## src/rtl/int_regfile_sb.sv

```systemverilog
// int_regfile_sb
// Integer register file for the RISC-V core. It has NRD combinational read ports
// and two write ports, and it forwards writes to reads in the same cycle.
// A scoreboard tracks registers that are waiting for a long-latency write, so
// decode can stall on RAW and WAW hazards.
//
// Ports
//   clk_in, reset_in        clock (rising edge) and asynchronous active-high reset
//   rs_addr_in / rs_data_out / rs_busy_out
//                           read port i uses slice [i*AW +: AW] / [i*XLEN +: XLEN] / bit i
//   wr0_en_in/addr/data     WB0: in-order pipeline writeback
//   wr1_en_in/addr/data     WB1: long-latency return; also retires the busy entry
//   issue_en_in, issue_rd_in
//                           long-latency issue; marks its destination busy
//   busy_cnt_out            registered popcount of the busy bits
//   err_out                 sticky scoreboard protocol error
module int_regfile_sb #(
    parameter int XLEN     = 32,
    parameter int NREGS    = 32,
    parameter int NRD      = 2,
    parameter int ZERO_REG = 1,
    localparam int AW      = $clog2(NREGS)
) (
    input  logic                clk_in,
    input  logic                reset_in,
    input  logic [NRD*AW-1:0]   rs_addr_in,
    output logic [NRD*XLEN-1:0] rs_data_out,
    output logic [NRD-1:0]      rs_busy_out,
    input  logic                wr0_en_in,
    input  logic [AW-1:0]       wr0_addr_in,
    input  logic [XLEN-1:0]     wr0_data_in,
    input  logic                wr1_en_in,
    input  logic [AW-1:0]       wr1_addr_in,
    input  logic [XLEN-1:0]     wr1_data_in,
    input  logic                issue_en_in,
    input  logic [AW-1:0]       issue_rd_in,
    output logic [AW:0]         busy_cnt_out,
    output logic                err_out
);

    logic [XLEN-1:0]  regs_q [NREGS];
    logic [NREGS-1:0] busy_q;
    logic [NREGS-1:0] busy_d;
    logic [NREGS-1:0] set_vec;
    logic [NREGS-1:0] clr_vec;
    logic [AW:0]      busy_cnt_q;
    logic             err_q;

    logic wr0_vld;
    logic wr1_vld;
    logic set_vld;
    logic cnt_inc;
    logic cnt_dec;
    logic err_set;

    // Register 0 swallows writes and issues when it is hard-wired.
    assign wr0_vld = wr0_en_in   && !(ZERO_REG != 0 && wr0_addr_in == '0);
    assign wr1_vld = wr1_en_in   && !(ZERO_REG != 0 && wr1_addr_in == '0);
    assign set_vld = issue_en_in && !(ZERO_REG != 0 && issue_rd_in == '0);

    always_comb begin
        set_vec = '0;
        clr_vec = '0;
        if (set_vld)   set_vec[issue_rd_in] = 1'b1;
        if (wr1_en_in) clr_vec[wr1_addr_in] = 1'b1;
        // Set is applied after clear so a back-to-back reissue keeps the bit.
        busy_d  = (busy_q & ~clr_vec) | set_vec;
    end

    // Only the issue and WB1 bits can change, so the count moves by at most one
    // in each direction and can be tracked incrementally.
    always_comb begin
        cnt_inc = set_vld && !busy_q[issue_rd_in];
        cnt_dec = wr1_en_in && busy_q[wr1_addr_in]
                  && !(set_vld && issue_rd_in == wr1_addr_in);
        err_set = (set_vld && busy_q[issue_rd_in]
                   && !(wr1_en_in && wr1_addr_in == issue_rd_in))
                  || (wr1_en_in && !busy_q[wr1_addr_in]
                      && !(set_vld && issue_rd_in == wr1_addr_in))
                  || (wr0_en_in && busy_q[wr0_addr_in]);
    end

    always_ff @(posedge clk_in or posedge reset_in) begin
        if (reset_in) begin
            for (int r = 0; r < NREGS; r++) regs_q[r] <= '0;
            busy_q     <= '0;
            busy_cnt_q <= '0;
            err_q      <= 1'b0;
        end else begin
            // WB1 has priority over WB0 on the same address.
            for (int r = 0; r < NREGS; r++) begin
                if (wr1_vld && wr1_addr_in == AW'(r))
                    regs_q[r] <= wr1_data_in;
                else if (wr0_vld && wr0_addr_in == AW'(r))
                    regs_q[r] <= wr0_data_in;
            end
            busy_q     <= busy_d;
            busy_cnt_q <= busy_cnt_q + (AW+1)'(cnt_inc) - (AW+1)'(cnt_dec);
            if (err_set) err_q <= 1'b1;
        end
    end

    assign busy_cnt_out = busy_cnt_q;
    assign err_out      = err_q;

    for (genvar i = 0; i < NRD; i++) begin : g_rd
        logic [AW-1:0]   addr;
        logic [XLEN-1:0] data;

        assign addr = rs_addr_in[i*AW +: AW];

        always_comb begin
            if (ZERO_REG != 0 && addr == '0)
                data = '0;
            else if (wr1_en_in && wr1_addr_in == addr)
                data = wr1_data_in;
            else if (wr0_en_in && wr0_addr_in == addr)
                data = wr0_data_in;
            else
                data = regs_q[addr];
        end

        assign rs_data_out[i*XLEN +: XLEN] = data;
        // A returning WB1 releases its consumer now, since its data is forwarded.
        assign rs_busy_out[i] = busy_q[addr] & ~(wr1_en_in && wr1_addr_in == addr);
    end

endmodule
```

## config.mk

```make
export PLATFORM = sky130hd
export DESIGN_NAME = int_regfile_sb
export DESIGN_NICKNAME = d
export VERILOG_FILES = /design/src/rtl/int_regfile_sb.sv
export SDC_FILE = /design/constraint.sdc
export NUM_CORES = 2
export LEC_CHECK = 0
export CAP_MARGIN = 20
export CORE_ASPECT_RATIO = 1.25
export CORE_MARGIN = 4
export CORE_UTILIZATION = 60
export DETAILED_ROUTE_END_ITERATION = 10
export DONT_BUFFER_PORTS = 1
export PLACE_DENSITY_LB_ADDON = 0.3
export SYNTH_ARGS = -nofsm -noshare
export SYNTH_HDL_FRONTEND = slang
export SYNTH_SLANG_ARGS = --single-unit
export TNS_END_PERCENT = 30
```

## constraint.sdc

```tcl
create_clock -name clk_in -period 70.6 [get_ports clk_in]
set_clock_uncertainty 0.2 [all_clocks]
set_input_delay 7.06 -clock clk_in [delete_from_list [all_inputs] [get_ports clk_in]]
set_output_delay 7.06 -clock clk_in [all_outputs]
set_load 0.01 [all_outputs]
```

==> flow_summary.ini <==
[synthesis]
synthFlopType = dfrtp_1
synth-async-reset-ratio_pct = 100.0
yosysTopAreaCell = dfrtp_1
synthesis.nets = 7016
synth.distinct_cells = 57
synth_compound_area_share_pct = 14.48
syn_area_per_cell_um2 = 9.851
synth-seq-cells = 1063
synthSimpleGateAreaFrac_pct = 9.531
yosys-top-cells-area = dfrtp_1 (39%), mux2i_1 (14%), mux4_2 (14%)
synth_edf_count = 0
ys_top_cells_by_count = nor2_1 (1208), a21oi_1 (1123), dfrtp_1 (1063), mux2i_1 (979), clkbuf_1 (590)
synth_top_area_share_pct = 39.05
ys_seq_area_share_pct = 39.05
synth_mux_area_share_pct = 30.55
netlist_instances = 6915
synth_top_family_by_area = multiplexers
ys.warnings.count = 0
synth_xor_area_share_pct = 0.3857
synth_area_um2 = 68120
yosysMostFrequentCell = nor2_1
synth_fa_ha_area_share_pct = 0.1396

[cts]
clkTransAtPathRegs_ns = 0.06
cts-root-buf = clkbuf_16
cts_buffers = 111
ctsHtreeMaxLevel = 3
cts_tree = yes
cts_buffer_depth = 3
holdBufCountCts = 0
cts_sinks = 1063
clk_latency_ns = 0.73
cts_setup_buffers = 0
cts_resized = 0

[power_and_ir_drop]
p_seq_share_pct = 44.6
sw_frac_of_total_pct = 30.94
switchingPower_uw = 628.9
power_frac_comb_pct = 25.5
ir_worst_vdd_v = 0.00002071
p_leak_uw = 0.02968
share_clk_of_total_power_pct = 29.9
p_per_area_nw_per_um2 = 28.53
internal_power_uw = 1403
power.total_uw = 2032

[final_layout]
fillers = 8849
multi_input_area_um2 = 38110
regArea_um2 = 26600
area_delta_synth_final_pct = 4.559
drive_gt1_share_pct = 14.11
nets = 6347

[die]
die_w_um = 309.4
core_area_um2 = 112100
io_pins = 167
die_area_um2 = 119000
initial_core_util_pct = 60.77
die_y_um = 384.7
fp-row-count = 137

[setup_path]
path_cells = mux4_2 > mux4_2 > mux2i_1 > o22ai_1
reg2reg_depth = 14
critPathKind = in2out
cp.depth = 4
critPathRequiredTime_ns = 63.34
path_buf_inv = 0
path_max_fanout = 326
cp_slowest_cell = mux4_2
endpoint_kind = output pin
cp-start-kind = input port
arrival_ns = 11.14
critPathTopFamily = multiplexers
max_stage_delay_ns = 1.59
cpMostUsedCell = mux4_2

[global_routing]
overflow = 0
grt_use_total_pct = 41.37
grt_pass1_wl_mm = 365.3
antenna_found_initial = 2
grt_max_degree = 329
grt_pass1_vias = 57130

[sta]
worst_slew_pin_slew_ns = 2.991
slew-limit-headroom_pct = -99.39
rsz0062_at_grt = false
max_freq_ghz = 0.05434
setup_tns_ns = 0
timing.final.crit_period_ns = 18.40
period_share_pct = 26.07
finalSetupViolCount = 0
report.final.slew_viol_count = 191
hold_viol = 0

[route]
num_vias = 57550
drc = 0
viasPerCell = 7.384
avgRoutedWirePerCell_um = 31.84
drt_iter0_drc = 9204
totalWireLength_mm = 248.2
dr.pass1.iters = 10
antenna_left = 0

[worst_hold_path]
holdCritPathClass = reg2reg
hold_depth = 0

[run_status]
status = finished with violations
violations = max-slew violations

[flow_run]
max_cap_violations = 0

[placed_design]
io_buffers = 0
hpwl_mm = 131.7
gp_congestion = 0.8985
logic make-up after synthesis:
logic type,after synthesis
buffers and inverters,924
DFF,1063
muxes,1531
xor gates and xnor gates,30
AOI/OAI and AO/OA,1730
and+or+nand+nor,1630
adders and majority gates,7
metal layers:
metal / share of wire (%) / routed length, um / GRT usage, %
met3: 13 / 33490 / 12.85
met4: 8.8 / 21890 / 30.99
met5: 0.036 / 89 / 0.5399
met1: 33 / 82380 / 50.00
met2: 44 / 110300 / 62.38
final timing paths:
path / start / to / slack (ns)
max: rs_addr_in[5] / rs_data_out[62] / 52.20
min in group asynchronous: reset_in / busy_cnt_out[2] / 6.16
min reg2reg: regs_q[996] / regs_q[996] / 0.19
max in group asynchronous: reset_in / regs_q[910] / 59.97
min: regs_q[996] / regs_q[996] / 0.19
max reg2reg: busy_q[23] / busy_cnt_out[4] / 67.33
state kept, by name, indices dropped and copies added, names as in the netlist:
register      flops
busy_q           32
err_out           1
busy_cnt_out      6
regs_q         1024
cells in the final DEF (no fill, tap or decap), types with 124 or more instances in the layout:
| master | instances |
|---|---|
| mux4_2 | 426 |
| dfrtp_1 | 1063 |
| mux2_2 | 126 |
| a21oi_1 | 1123 |
| o21ai_0 | 183 |
| nor2_1 | 1194 |
| nand2_1 | 193 |
| nor3_1 | 128 |
| a22o_1 | 124 |
| mux2i_1 | 979 |
layout make-up:
class	count	area share, %
inverter	56	0.3056
sequential	1063	37.35
antenna	1	0.003513
clock inverter	37	0.5797
tap	1459	2.563
timing repair buffer	86	1.131
clock buffer	164	4.574
multi-input combinational	4928	53.50
power by group through the flow:
stage,clock (uW),combinational (uW),sequential [uW]
floorplan,0,440,871
global placement,0,489,894
detailed placement,0,506,910
CTS,607,508,901
global route,632,560,925
finish,607,518,907
per-stage QoR:
stage | utilization [%] | cells | instance area, um2 | hold WS (ns) | setup slack (ns)
after floorplan | - | 6915 | 68120 | 0.2413 | 33.42
after global placement | 60.04 | 7581 | 67310 | 0.1766 | 53.14
after detailed placement | 60.06 | 7582 | 67330 | 0.1836 | 53.22
after CTS | 63.34 | 7783 | 71000 | 0.1959 | 53.21
after global routing | 63.53 | 7793 | 71230 | 0.2060 | 53.01
final | 63.54 | 7794 | 71230 | 0.1942 | 52.20
Power figures use the tool's default switching activity.
